==> src/rtl/eth_tx_sched_if.sv <==
// Signal bundle between the Ethernet transmit scheduler and its surroundings:
// receiver results, UDP sender handshake and transmitter control.
interface eth_tx_sched_if;
   logic [1:0]  i_pkt_type;
   logic [47:0] i_SHA;
   logic [31:0] i_SPA;
   logic [31:0] i_TPA;
   logic [31:0] i_self_ip;
   logic        i_udp_req;
   logic        o_udp_gnt;
   logic        i_tx_done;
   logic        o_tx_start;
   logic [1:0]  o_tx_sel;
   logic [47:0] o_arp_tha;
   logic [31:0] o_arp_tpa;
   logic [7:0]  o_arp_drop_cnt;
   logic        o_tx_timeout;
   logic        o_busy;

   modport master (
      output i_pkt_type, i_SHA, i_SPA, i_TPA, i_self_ip, i_udp_req, i_tx_done,
      input  o_udp_gnt, o_tx_start, o_tx_sel, o_arp_tha, o_arp_tpa,
             o_arp_drop_cnt, o_tx_timeout, o_busy
   );

   modport slave (
      input  i_pkt_type, i_SHA, i_SPA, i_TPA, i_self_ip, i_udp_req, i_tx_done,
      output o_udp_gnt, o_tx_start, o_tx_sel, o_arp_tha, o_arp_tpa,
             o_arp_drop_cnt, o_tx_timeout, o_busy
   );
endinterface

==> src/rtl/eth_tx_sched.sv <==
// Shares one Ethernet transmitter between queued ARP replies and a UDP sender,
// with round-robin arbitration, inter-frame gap and a transmit watchdog.
module eth_tx_sched #(
   parameter int ARP_DEPTH  = 2,
   parameter int IFG_CYCLES = 12,
   parameter int TX_TIMEOUT = 4096
) (
   input  logic          clk,
   input  logic          rst,
   eth_tx_sched_if.slave bus
);
   localparam int AW = $clog2(ARP_DEPTH);
   localparam int WW = (TX_TIMEOUT > 1) ? $clog2(TX_TIMEOUT) : 1;
   localparam int GW = (IFG_CYCLES > 1) ? $clog2(IFG_CYCLES) : 1;
   localparam logic [WW-1:0] WD_LAST  = WW'(TX_TIMEOUT - 1);
   localparam logic [GW-1:0] GAP_LAST = GW'((IFG_CYCLES > 0) ? IFG_CYCLES - 1 : 0);

   typedef enum logic [1:0] {IDLE, WAIT_ARP, WAIT_UDP, GAP} state_t;

   state_t        state, state_nx;
   logic [79:0]   mem [ARP_DEPTH];
   logic [AW:0]   wr_ptr, rd_ptr;
   logic [79:0]   head;
   logic          empty, full, rx_arp, push, drop, pop;
   logic          start_q, start_nx, gnt_q, gnt_nx, tmo_q, tmo_nx;
   logic          last_udp, last_udp_nx;
   logic [1:0]    sel_q, sel_nx;
   logic [47:0]   tha_q;
   logic [31:0]   tpa_q;
   logic [7:0]    drop_cnt;
   logic [WW-1:0] wd_cnt, wd_nx;
   logic [GW-1:0] gap_cnt, gap_nx;

   assign rx_arp = (bus.i_pkt_type == 2'd1) && (bus.i_TPA == bus.i_self_ip);
   assign empty  = (wr_ptr == rd_ptr);
   assign full   = (wr_ptr[AW] != rd_ptr[AW]) && (wr_ptr[AW-1:0] == rd_ptr[AW-1:0]);
   // A pop on the same edge frees the slot, so a full queue still accepts.
   assign push   = rx_arp && (!full || pop);
   assign drop   = rx_arp && full && !pop;
   assign head   = mem[rd_ptr[AW-1:0]];

   always_comb begin
      state_nx    = state;
      start_nx    = 1'b0;
      sel_nx      = sel_q;
      gnt_nx      = gnt_q;
      tmo_nx      = 1'b0;
      last_udp_nx = last_udp;
      pop         = 1'b0;
      wd_nx       = wd_cnt;
      gap_nx      = gap_cnt;
      unique case (state)
         IDLE: begin
            if (!empty && (!bus.i_udp_req || last_udp)) begin
               state_nx = WAIT_ARP;
               start_nx = 1'b1;
               sel_nx   = 2'd1;
               pop      = 1'b1;
               wd_nx    = '0;
            end else if (bus.i_udp_req) begin
               state_nx = WAIT_UDP;
               start_nx = 1'b1;
               sel_nx   = 2'd2;
               gnt_nx   = 1'b1;
               wd_nx    = '0;
            end
         end
         WAIT_ARP, WAIT_UDP: begin
            wd_nx = wd_cnt + 1'b1;
            // Watchdog expiry takes the same exit as a real done.
            if (bus.i_tx_done || wd_cnt == WD_LAST) begin
               tmo_nx      = !bus.i_tx_done;
               last_udp_nx = (state == WAIT_UDP);
               gnt_nx      = 1'b0;
               sel_nx      = 2'd0;
               gap_nx      = '0;
               state_nx    = (IFG_CYCLES == 0) ? IDLE : GAP;
            end
         end
         GAP: begin
            gap_nx = gap_cnt + 1'b1;
            if (gap_cnt == GAP_LAST) state_nx = IDLE;
         end
         default: state_nx = IDLE;
      endcase
   end

   always_ff @(posedge clk) begin
      if (rst) begin
         state    <= IDLE;
         wr_ptr   <= '0;
         rd_ptr   <= '0;
         start_q  <= 1'b0;
         gnt_q    <= 1'b0;
         tmo_q    <= 1'b0;
         sel_q    <= 2'd0;
         tha_q    <= '0;
         tpa_q    <= '0;
         drop_cnt <= '0;
         last_udp <= 1'b1;
         wd_cnt   <= '0;
         gap_cnt  <= '0;
      end else begin
         state    <= state_nx;
         start_q  <= start_nx;
         gnt_q    <= gnt_nx;
         tmo_q    <= tmo_nx;
         sel_q    <= sel_nx;
         last_udp <= last_udp_nx;
         wd_cnt   <= wd_nx;
         gap_cnt  <= gap_nx;
         if (pop) begin
            tha_q  <= head[79:32];
            tpa_q  <= head[31:0];
            rd_ptr <= rd_ptr + 1'b1;
         end
         if (push) wr_ptr <= wr_ptr + 1'b1;
         if (drop && drop_cnt != 8'hFF) drop_cnt <= drop_cnt + 1'b1;
      end
   end

   always_ff @(posedge clk) begin
      if (push) mem[wr_ptr[AW-1:0]] <= {bus.i_SHA, bus.i_SPA};
   end

   assign bus.o_tx_start     = start_q;
   assign bus.o_tx_sel       = sel_q;
   assign bus.o_udp_gnt      = gnt_q;
   assign bus.o_arp_tha      = tha_q;
   assign bus.o_arp_tpa      = tpa_q;
   assign bus.o_arp_drop_cnt = drop_cnt;
   assign bus.o_tx_timeout   = tmo_q;
   assign bus.o_busy         = (state != IDLE);
endmodule

==> src/flat_wrapper.sv <==
// flat-port wrapper written by rule: the top's interface ports become plain ports
module eth_tx_sched_flat 
#(
   parameter int ARP_DEPTH  = 2,
   parameter int IFG_CYCLES = 12,
   parameter int TX_TIMEOUT = 4096
)
  (clk, rst, bus_i_pkt_type, bus_i_SHA, bus_i_SPA, bus_i_TPA, bus_i_self_ip, bus_i_udp_req, bus_i_tx_done, bus_o_udp_gnt, bus_o_tx_start, bus_o_tx_sel, bus_o_arp_tha, bus_o_arp_tpa, bus_o_arp_drop_cnt, bus_o_tx_timeout, bus_o_busy);
  eth_tx_sched_if bus_i ();
  input  logic clk;
  input  logic rst;
  input wire logic [$bits(bus_i.i_pkt_type)-1:0] bus_i_pkt_type;
  input wire logic [$bits(bus_i.i_SHA)-1:0] bus_i_SHA;
  input wire logic [$bits(bus_i.i_SPA)-1:0] bus_i_SPA;
  input wire logic [$bits(bus_i.i_TPA)-1:0] bus_i_TPA;
  input wire logic [$bits(bus_i.i_self_ip)-1:0] bus_i_self_ip;
  input wire logic [$bits(bus_i.i_udp_req)-1:0] bus_i_udp_req;
  input wire logic [$bits(bus_i.i_tx_done)-1:0] bus_i_tx_done;
  output wire logic [$bits(bus_i.o_udp_gnt)-1:0] bus_o_udp_gnt;
  output wire logic [$bits(bus_i.o_tx_start)-1:0] bus_o_tx_start;
  output wire logic [$bits(bus_i.o_tx_sel)-1:0] bus_o_tx_sel;
  output wire logic [$bits(bus_i.o_arp_tha)-1:0] bus_o_arp_tha;
  output wire logic [$bits(bus_i.o_arp_tpa)-1:0] bus_o_arp_tpa;
  output wire logic [$bits(bus_i.o_arp_drop_cnt)-1:0] bus_o_arp_drop_cnt;
  output wire logic [$bits(bus_i.o_tx_timeout)-1:0] bus_o_tx_timeout;
  output wire logic [$bits(bus_i.o_busy)-1:0] bus_o_busy;
  assign bus_i.i_pkt_type = bus_i_pkt_type;
  assign bus_i.i_SHA = bus_i_SHA;
  assign bus_i.i_SPA = bus_i_SPA;
  assign bus_i.i_TPA = bus_i_TPA;
  assign bus_i.i_self_ip = bus_i_self_ip;
  assign bus_i.i_udp_req = bus_i_udp_req;
  assign bus_i.i_tx_done = bus_i_tx_done;
  assign bus_o_udp_gnt = bus_i.o_udp_gnt;
  assign bus_o_tx_start = bus_i.o_tx_start;
  assign bus_o_tx_sel = bus_i.o_tx_sel;
  assign bus_o_arp_tha = bus_i.o_arp_tha;
  assign bus_o_arp_tpa = bus_i.o_arp_tpa;
  assign bus_o_arp_drop_cnt = bus_i.o_arp_drop_cnt;
  assign bus_o_tx_timeout = bus_i.o_tx_timeout;
  assign bus_o_busy = bus_i.o_busy;
  eth_tx_sched #(.ARP_DEPTH(ARP_DEPTH), .IFG_CYCLES(IFG_CYCLES), .TX_TIMEOUT(TX_TIMEOUT)) u_core (.clk(clk), .rst(rst), .bus(bus_i));
endmodule
==> config.mk <==
export PLATFORM = sky130hd
export DESIGN_NAME = eth_tx_sched_flat
export DESIGN_NICKNAME = d
export VERILOG_FILES = /design/src/rtl/eth_tx_sched_if.sv /design/src/rtl/eth_tx_sched.sv /design/src/flat_wrapper.sv
export SDC_FILE = /design/constraint.sdc
export NUM_CORES = 1
export LEC_CHECK = 0
export BUFFER_PORTS_ARGS = -buffer_cell sky130_fd_sc_hd__buf_2
export CORE_ASPECT_RATIO = 0.9
export CORE_UTILIZATION = 43
export DETAILED_ROUTE_END_ITERATION = 10
export PLACE_DENSITY = 0.66
export SLEW_MARGIN = 15
export SYNTH_ARGS = -nofsm -noshare
export SYNTH_HDL_FRONTEND = slang
export SYNTH_SLANG_ARGS = --single-unit
==> constraint.sdc <==
create_clock -name clk -period 14.25 [get_ports clk]
set_clock_uncertainty 0.2 [all_clocks]
set_input_delay 0.7125 -clock clk [delete_from_list [all_inputs] [get_ports clk]]
set_output_delay 0.7125 -clock clk [all_outputs]
set_load 0.005 [all_outputs]
==> run_results.csv, run 1 <==
group,metric,value,unit
critical_path,cp-endpoint,"u_core.mem[0][36]$_DFFE_PP_",
timing,slew_violations,0,
finish,drive_gt1_share,31.1,%
floorplan,fp.dieH,150,um
critical_path,crit_chain,"xnor2_2 -> o21ai_2 -> nor2_1 -> nor4_4 -> nor2b_4 -> buf_4",
global_routing,overflow,0,
floorplan,die_x,167,um
floorplan,initial_core_util,44.5,%
clock_network,clk_pin_slew,0.06,ns
yosys,synth.area.top_cells,"edfxtp_1 (46%), dfxtp_1 (22%), mux2i_1 (7.9%), a211oi_1 (5.8%), nor2_1 (3.7%)",
critical_path,r2r_setup_slack,10.79,ns
yosys,synth-edff-count,160,
timing,layout_setup_ws,10.79,ns
critical_path,path_max_fanout,66,
outcome,status,"complete, no violations",
clock_network,hold_buffers,0,
placement,pre_cts_slack,10.22,ns
clock_network,htree_num_levels,1,
power,p_leak,0.00474,uW
critical_path,cpMaxStageDelayCell,"dfxtp_4",
clock_network,cts.sinks,276,
clock_network,cts_made_buffers,29,
yosys,yosysMostFrequentCell,"edfxtp_1",
floorplan,io_pins,244,
drt,drt_wl_total,21100,um
critical_path,ff2ff_path_depth,6,
timing,min_period,3.46,ns
timing,rsz0062_at_grt,"false",
critical_path,crit_type,"reg -> reg",
critical_path,cp_data_arrival_time,3.42,ns
critical_path,worstSetupStartpointType,"flop",
critical_path,critPathRequiredTime,14.21,ns
placement,dpl-instance-area,0.0120,sq mm
clock_network,post_cts_resized,0,
global_routing,grt_usage,16.6,%
yosys,synth_area,0.0105,sq mm
drt,wl_per_cell,15.8,um
clock_network,clock_path_buffers,3,
global_routing,grt_max_degree,86,
power,ir_drop,0.0828,mV
timing,slew_headroom,34.0,%
critical_path,end_kind,"flop",
timing,finalHoldViolations,0,
finish,final_cells,1336,
global_routing,grt_pass1_vias,6392,
timing,worst_pin_slew,0.990,ns
yosys,synth.distinct_cells,53,
yosys,synth_top_cell_area_share,45.6,%
yosys,yosysWarnings,0,
drt,dr.pass1.iters,4,
finish,final_nets,1165,
placement,dp_cells,1279,
yosys,yosys.area.top_type,"edfxtp_1",
yosys,syn_nets,927,
flow_run,maxCapViolations,0,
hold_path,hold_class,"in -> reg",
placement,hpwl,13600,um
timing,setup_violations,0,
drt,viasPerCell,4.99,
global_routing,antenna_found_initial,4,
timing,finalCritPeriodShare,24.3,%
clock_network,cts_tree,"done",
power,cellPowerDensity,135,mW/mm^2
global_routing,grt_pass1_wl,33000,um
placement,numPortBuffers,243,
timing,holdWs,0.150,ns
critical_path,slowest_delay,0.85,ns
yosys,async_reset_ff_share,0,%
floorplan,row_count,53,
critical_path,r2r_end,"u_core.mem[0][36]$_DFFE_PP_",
floorplan,core-area,0.0237,sq mm
critical_path,reg2reg_from,"u_core.rd_ptr[0]$_SDFFE_PP0P_",
finish,area_growth,23.4,%
yosys,synth_seq_cells,276,
yosys,ys_top_cells_by_count,"edfxtp_1 (160), dfxtp_1 (116), nor2_1 (105), mux2i_1 (83), a211oi_1 (82)",
placement,gp_congestion,0.724,
finish,fin_area,0.0130,sq mm
drt,drcViolationCount,0,
timing,final.setup.tns,0,ns
floorplan,die_area,0.0251,sq mm
clock_network,post-cts-setup-buffers,0,
clock_network,clkLatencyLatePin,0.54,ns
yosys,synth_cells,770,
yosys,syn_avg_cell_area,13.7,sq um
drt,ant_nets,0,
critical_path,setup.worst_path.start,"u_core.rd_ptr[0]$_SDFFE_PP0P_",
drt,drtIter0Drc,384,
clock_network,cts_root_buffer,"clkbuf_16",
timing,max_freq,289,MHz
yosys,synth-main-ff-cell,"edfxtp_1",
drt,vias,6672,
yosys,yosysSeqAreaShare,67.7,%
-- per-layer routing --
layer / track usage, % / share of wire (%)
met2: 28.8 / 49
met5: 0 / 0.062
met4: 4.12 / 1.5
met3: 4.44 / 5.8
met1: 20.6 / 44
-- registers in the layout, indices dropped and copies added (netlist names), 2 cells and up --
register	count
u_core.mem	160
u_core.bus.o_arp_tha	48
u_core.gap_cnt	4
u_core.bus.o_arp_tpa	32
u_core.bus.o_tx_sel	2
u_core.bus.o_arp_drop_cnt	8
u_core.wd_cnt	12
u_core.wr_ptr	2
u_core.state	2
u_core.rd_ptr	2
-- kinds of logic after synthesis --
family | share of synthesized area, %
AOI/OAI and AO/OA | 8.05
xor gates and xnor gates | 4.36
adders and majority gates | 0.832
buffers and inverters | 2.06
DFF | 67.7
muxes | 8.00
and+or+nand+nor | 9.00
-- placed cells by master (no fill, tap or decap), types with 7 or more instances in the layout --
master and instances:
a211oi_1 82, a21oi_1 14, buf_2 242, buf_4 7
clkbuf_16 29, clkinv_2 7, dfxtp_1 115, edfxtp_1 160
ha_1 7, mux2i_1 83, nand2_1 13, nand3_1 8
nand4_1 8, nor2_1 105, o21ai_0 9, or3_1 7
xnor2_1 13, xor2_1 32
-- how the worst min path moves through the flow --
| stage | start | to | cells after the start | slack, ns |
|---|---|---|---|---|
| after floorplan | u_core.gap_cnt[3]$_SDFFE_PP0P_ | u_core.gap_cnt[3]$_SDFFE_PP0P_ | 2 | 0.25 |
| after global placement | u_core.gap_cnt[3]$_SDFFE_PP0P_ | u_core.gap_cnt[3]$_SDFFE_PP0P_ | 2 | 0.26 |
| after detailed placement | u_core.gap_cnt[3]$_SDFFE_PP0P_ | u_core.gap_cnt[3]$_SDFFE_PP0P_ | 2 | 0.27 |
| after CTS | bus_i_SHA[26] | u_core.mem[1][58]$_DFFE_PP_ | 1 | 0.12 |
| after global routing | bus_i_SPA[6] | u_core.mem[0][6]$_DFFE_PP_ | 1 | 0.12 |
| final | bus_i_SHA[26] | u_core.mem[0][58]$_DFFE_PP_ | 1 | 0.15 |
-- final cells by class --
class / instances / area, sq um
fillers: 1974 / 10700
flip-flops and latches: 276 / 7130
multi-input cells: 445 / 3200
repair buffers: 249 / 1260
clock buffers: 35 / 788
well taps: 302 / 378
clock inverters: 19 / 196
inverters: 7 / 26.3
diodes: 3 / 7.51
-- report_power, final --
group	total (uW)	internal (uW)	switching, uW
combinational	136	59.9	75.9
sequential	858	852	6.55
clock	758	451	307
-- worst max-delay path, delay by kind of cell (launching register included) --
family,cells,cell delay [ns]
xor gates and xnor gates,1,0.15
and+or+nand+nor,3,0.87
buffers and inverters,1,0.82
AOI/OAI and AO/OA,1,0.11
DFF,1,0.85
-- stage by stage --
stage               total power [uW]  util, %
detailed placement              1010     50.7
global placement                1010     50.7
floorplan                        963        -
CTS                             1770     54.8
global route                    1820     54.8
finish                          1750     54.9
Power figures use the tool's default switching activity.
==> inputs of run 2 (changes only) <==
PLACE_DENSITY = 0.69   (was 0.66)
clock period = 2.8 ns   (was 14.25 ns; I/O delays follow)
==> run 2 against run 1 <==
Effect of this change: non-clock buffer count increased by 96; core utilization increased by 4.3 points; first-iteration DRC count decreased by 9.1%; sequential share of layout area decreased by 4.0 points; design area increased by 7.8%; wire length increased by 4.3%; hold slack got worse by 0.099 ns; global-route usage increased by 0.98 points; critical endpoint is now u_core.mem[0][10]$_DFFE_PP_; largest power group unchanged; highest routed layer is now met4.
==> run_results.csv, run 2 (synthesis gave the netlist of run 1 again) <==
group,metric,value,unit
outcome,status,"complete, no violations",
power,p_leak,0.00516,uW
flow_run,maxCapViolations,0,
floorplan,row_count,53,
global_routing,overflow,0,
global_routing,grt_pass1_wl,35400,um
finish,largest_reg_flops,160,
global_routing,grt_pass1_vias,7113,
critical_path,cpMaxStageDelayCell,"nor4_4",
power,internal_power,6920,uW
clock_network,cts_tree,"done",
critical_path,worstSetupStartpointType,"flop",
floorplan,fp.dieH,150,um
finish,final_nets,1259,
floorplan,io_pins,244,
placement,gp_congestion,0.760,
drt,dr.pass1.iters,4,
placement,numPortBuffers,243,
timing,slew_headroom,53.7,%
clock_network,cts_made_buffers,27,
drt,wl_per_cell,15.5,um
critical_path,slowest_delay,0.32,ns
critical_path,cp_data_arrival_time,2.48,ns
floorplan,die_x,167,um
drt,vias,7045,
clock_network,cts_root_buffer,"clkbuf_16",
timing,finalHoldViolations,0,
critical_path,critPathRequiredTime,2.81,ns
clock_network,cts.sinks,276,
global_routing,antenna_found_initial,0,
timing,finalCritPeriodShare,88.0,%
power,p_clk_share,41.9,%
timing,final.setup.tns,0,ns
power,ir_drop,0.438,mV
clock_network,post-cts-setup-buffers,0,
power,swShare,22.0,%
floorplan,initial_core_util,44.5,%
critical_path,crit_type,"reg -> reg",
clock_network,hold_buffers,86,
clock_network,post_cts_resized,0,
critical_path,crit_chain,"inv_1 -> ha_2 -> inv_2 -> o21ai_2 -> nor2_2 -> nor4_4 -> nor2b_4 -> buf_12",
clock_network,clk_pin_slew,0.06,ns
drt,drt_wl_total,22000,um
drt,drtIter0Drc,349,
clock_network,clkLatencyLatePin,0.53,ns
floorplan,die_area,0.0251,sq mm
critical_path,end_kind,"flop",
critical_path,path_max_fanout,47,
timing,rsz0062_at_grt,"false",
global_routing,grt_max_degree,82,
global_routing,grt_usage,17.6,%
clock_network,htree_num_levels,1,
finish,mostFrequentLayoutCells,"buf_2 (242), edfxtp_1 (160), dfxtp_1 (115)",
timing,setup_violations,0,
drt,viasPerCell,4.94,
drt,drcViolationCount,0,
finish,area_growth,33.0,%
timing,slew_violations,0,
finish,drive_gt1_share,29.4,%
power,cellPowerDensity,634,mW/mm^2
finish,final_util,59.2,%
finish,final_common_cell,"buf_2",
timing,max_freq,406,MHz
drt,ant_nets,0,
timing,worst_pin_slew,0.695,ns
clock_network,clock_path_buffers,3,
finish,num_antenna_cells,0,
power,p_comb_share,8.9,%
power,seqPwrFrac,49.2,%
floorplan,core-area,0.0237,sq mm
timing,min_period,2.46,ns
power,p_switching,1960,uW
hold_path,hold_class,"in -> reg",
placement,hpwl,14000,um
-- run 2: power by group through the flow --
stage | Combinational, uW | Sequential [uW] | Clock (uW)
2_1_floorplan | 456 | 4450 | 0
3_3_place_gp | 683 | 4450 | 0
3_5_place_dp | 696 | 4450 | 0
4_1_cts | 796 | 4360 | 3820
5_1_grt | 884 | 4370 | 3960
6_report | 793 | 4360 | 3720
-- run 2: area by class of cell --
class	instances	area, sq um
fill	1851	9670
sequential	276	7130
multi-input combinational	445	3200
timing repair buffer	345	2340
clock buffer	34	753
tap	302	378
clock inverter	16	176
inverter	7	26.3
-- run 2: worst max-delay path: cells and delay by family (launching register included) --
family	cells	cell delay, ns
flip-flops	1	0.31
AO/OA/AOI/OAI	1	0.19
AND/OR/NAND/NOR	3	0.68
buffers and inverters	3	0.48
adder cells (fa/ha/maj)	1	0.23
-- run 2: final timing paths --
path                                                        to  slack, ns  depth (start not counted)                      startpoint
worst max-delay path               u_core.mem[0][10]$_DFFE_PP_       0.34                          8    u_core.state[0]$_SDFFE_PP0P_
worst min register to register  u_core.gap_cnt[3]$_SDFFE_PP0P_       0.27                          2  u_core.gap_cnt[3]$_SDFFE_PP0P_
worst min-delay path             u_core.wr_ptr[0]$_SDFFE_PP0N_       0.05                          6                   bus_i_TPA[22]
worst max register to register     u_core.mem[0][10]$_DFFE_PP_       0.34                          8    u_core.state[0]$_SDFFE_PP0P_
-- run 2: per-layer routing --
layer  track usage, %  routed length [um]
met1             22.5                9740
met2             30.9               10800
met3             3.13                1080
met4             4.21                 386
met5                0                   0
-- run 2: per-stage QoR --
| step | cells | total power (uW) | instance area [sq um] | hold WS [ns] | worst slack, ns |
|---|---|---|---|---|---|
| 3_3_place_gp | 1289 | 5130 | 12200 | 0.128 | 0.173 |
| 4_1_cts | 1425 | 8980 | 14000 | 0.0151 | 0.313 |
| 3_5_place_dp | 1289 | 5150 | 12200 | 0.131 | 0.184 |
| 2_1_floorplan | 770 | 4910 | 10500 | 0.0389 | -0.273 |
| 5_1_grt | 1425 | 9220 | 14000 | 0.103 | 0.187 |
| 6_report | 1425 | 8870 | 14000 | 0.0510 | 0.335 |
==> inputs of run 3 (changes only) <==
CORE_UTILIZATION = 48   (was 43)
PLACE_DENSITY = 0.75   (was 0.69)
==> run 3 against run 2 <==
Effect of this change: core utilization up 5.1 points; total power decreased by 3.3%; highest routed layer unchanged; cell count shrank 0.77%; sequential cell count stayed put; sequential power about the same; global-route usage grew 2.5 points.
==> run_results.csv, run 3 (synthesis gave the netlist of run 1 again) <==
group,metric,value,unit
outcome,status,"complete, no violations",
finish,fillers,1662,
placement,hpwl,14200,um
finish,multi_input_area,0.00320,sq mm
timing,finalHoldViolations,0,
critical_path,crit_type,"reg -> reg",
drt,drt_wl_total,22500,um
placement,dp_cells,1277,
timing,rsz0062_at_grt,"false",
timing,layout_setup_ws,0.307,ns
critical_path,end_kind,"flop",
critical_path,r2r_end,"u_core.bus.o_arp_tpa[29]$_SDFFE_PP0P_",
finish,regArea,0.00713,sq mm
drt,topRoutingLayerUsed,"met4",
critical_path,worstSetupStartpointType,"flop",
drt,drcViolationCount,0,
global_routing,grt_max_degree,83,
finish,drive_gt1_share,28.3,%
placement,gp_congestion,0.759,
clock_network,clk_pin_slew,0.06,ns
clock_network,cts.sinks,276,
global_routing,overflow,0,
floorplan,die_area,0.0225,sq mm
critical_path,cpMostUsedCell,"buf_4",
power,cellPowerDensity,619,mW/mm^2
critical_path,reg2reg_from,"u_core.rd_ptr[0]$_SDFFE_PP0P_",
timing,worst_pin_slew,0.920,ns
critical_path,critPathRequiredTime,3.01,ns
hold_path,hp-start,"bus_i_TPA[30]",
floorplan,io_pins,244,
clock_network,clock_path_buffers,3,
clock_network,clkLatencyLatePin,0.53,ns
drt,wl_met1,9490,um
critical_path,cp_data_arrival_time,2.71,ns
floorplan,die_x,158,um
power,p_leak,0.00510,uW
timing,min_period,2.49,ns
finish,final_cells,1414,
drt,vias,7139,
finish,mostFrequentLayoutCells,"buf_2 (242), edfxtp_1 (160), dfxtp_1 (115)",
drt,routed-wl-met2,11300,um
floorplan,fp.dieH,142,um
timing,slew_violations,0,
floorplan,initial_core_util,48.8,%
placement,numPortBuffers,243,
finish,final_nets,1258,
drt,wl_per_cell,15.9,um
clock_network,cts_root_buffer,"clkbuf_16",
critical_path,ff2ff_path_depth,4,
timing,finalCritPeriodShare,89.0,%
placement,pre_cts_slack,0.136,ns
clock_network,htree_num_levels,1,
power,totalPowerFinal,8580,uW
power,ir_drop,0.503,mV
timing,setup_violations,0,
drt,dr.pass1.iters,4,
critical_path,path_buf_inv,2,
hold_path,hold_class,"in -> reg",
timing,slew_headroom,38.7,%
global_routing,grt_pass1_vias,6979,
hold_path,whs_path_depth,7,
critical_path,crit_chain,"buf_4 -> buf_4 -> mux2i_1 -> a211oi_1",
drt,met3_length,1320,um
clock_network,post-cts-setup-buffers,0,
drt,drtIter0Drc,407,
finish,fin_area,0.0139,sq mm
critical_path,path_max_fanout,52,
floorplan,row_count,51,
timing,max_freq,401,MHz
global_routing,antenna_found_initial,1,
finish,area_growth,31.8,%
finish,final_common_cell,"buf_2",
global_routing,grt_usage,20.0,%
flow_run,maxCapViolations,0,
global_routing,grt_pass1_wl,35400,um
critical_path,cp_top_family,"buffers and inverters",
floorplan,core-area,0.0216,sq mm
hold_path,min_to,"u_core.bus.o_arp_drop_cnt[2]$_SDFFE_PP0P_",
drt,viasPerCell,5.05,
critical_path,slowest_delay,0.70,ns
drt,ant_nets,0,
critical_path,r2r_setup_slack,0.31,ns
finish,largest_reg_flops,160,
clock_network,cts_made_buffers,27,
critical_path,cpMaxStageDelayCell,"buf_4",
clock_network,cts_tree,"done",
placement,dpl-instance-area,0.0122,sq mm
run 3: power breakdown:
part / internal, uW / switching (uW) / total [uW]
registers: 4330 / 30.5 / 4360
logic: 396 / 408 / 804
clock network: 1990 / 1430 / 3410
total: 6710 / 1870 / 8580
run 3: worst max-delay path by stage:
stage / startpoint / endpoint / depth (start not counted)
global placement: bus_i_self_ip[20] / u_core.mem[0][11]$_DFFE_PP_ / 7
detailed placement: bus_i_self_ip[20] / u_core.mem[0][11]$_DFFE_PP_ / 7
CTS: u_core.state[0]$_SDFFE_PP0P_ / u_core.mem[0][79]$_DFFE_PP_ / 8
floorplan: bus_i_self_ip[29] / u_core.mem[0][0]$_DFFE_PP_ / 5
finish: u_core.rd_ptr[0]$_SDFFE_PP0P_ / u_core.bus.o_arp_tpa[29]$_SDFFE_PP0P_ / 4
global route: u_core.rd_ptr[0]$_SDFFE_PP0P_ / u_core.bus.o_arp_tpa[29]$_SDFFE_PP0P_ / 4
run 3: area by class of cell:
cell class / instances / share of cell area (%)
Clock buffer: 43 / 5.59
Inverter: 7 / 0.189
Multi-Input combinational cell: 445 / 23.1
Antenna cell: 1 / 0.0180
Tap cell: 291 / 2.63
Clock inverter: 7 / 0.451
Sequential cell: 276 / 51.4
Timing Repair Buffer: 344 / 16.6
run 3: tightest hold or removal path, cell delays in order:
cell     delay, ns
buf_2         0.08
xnor2_1       0.06
nand2_2       0.07
nor4_2        0.06
nand4_1       0.11
or3_1         0.11
a21oi_1       0.05
run 3: layer usage:
metal	global-route usage [%]	up-vias
li1	-	3524
met1	25.6	3388
met2	34.6	192
met3	4.11	35
met4	5.11	0
met5	0	-
run 3: metrics by stage:
stage                     hold WS, ns  utilization, %  setup TNS, ns
after floorplan                0.0389               -         -26.80
after global placement          0.128            56.4              0
after detailed placement        0.131            56.4              0
after CTS                      0.0152            64.3              0
after global routing           0.0769            64.3              0
final                          0.0308            64.3              0
run 3: what timing repair did:
item / CTS / global route
resized for setup: 0 / 0
endpoints found under the hold margin: 191 / 0
hold buffers: 86 / 0
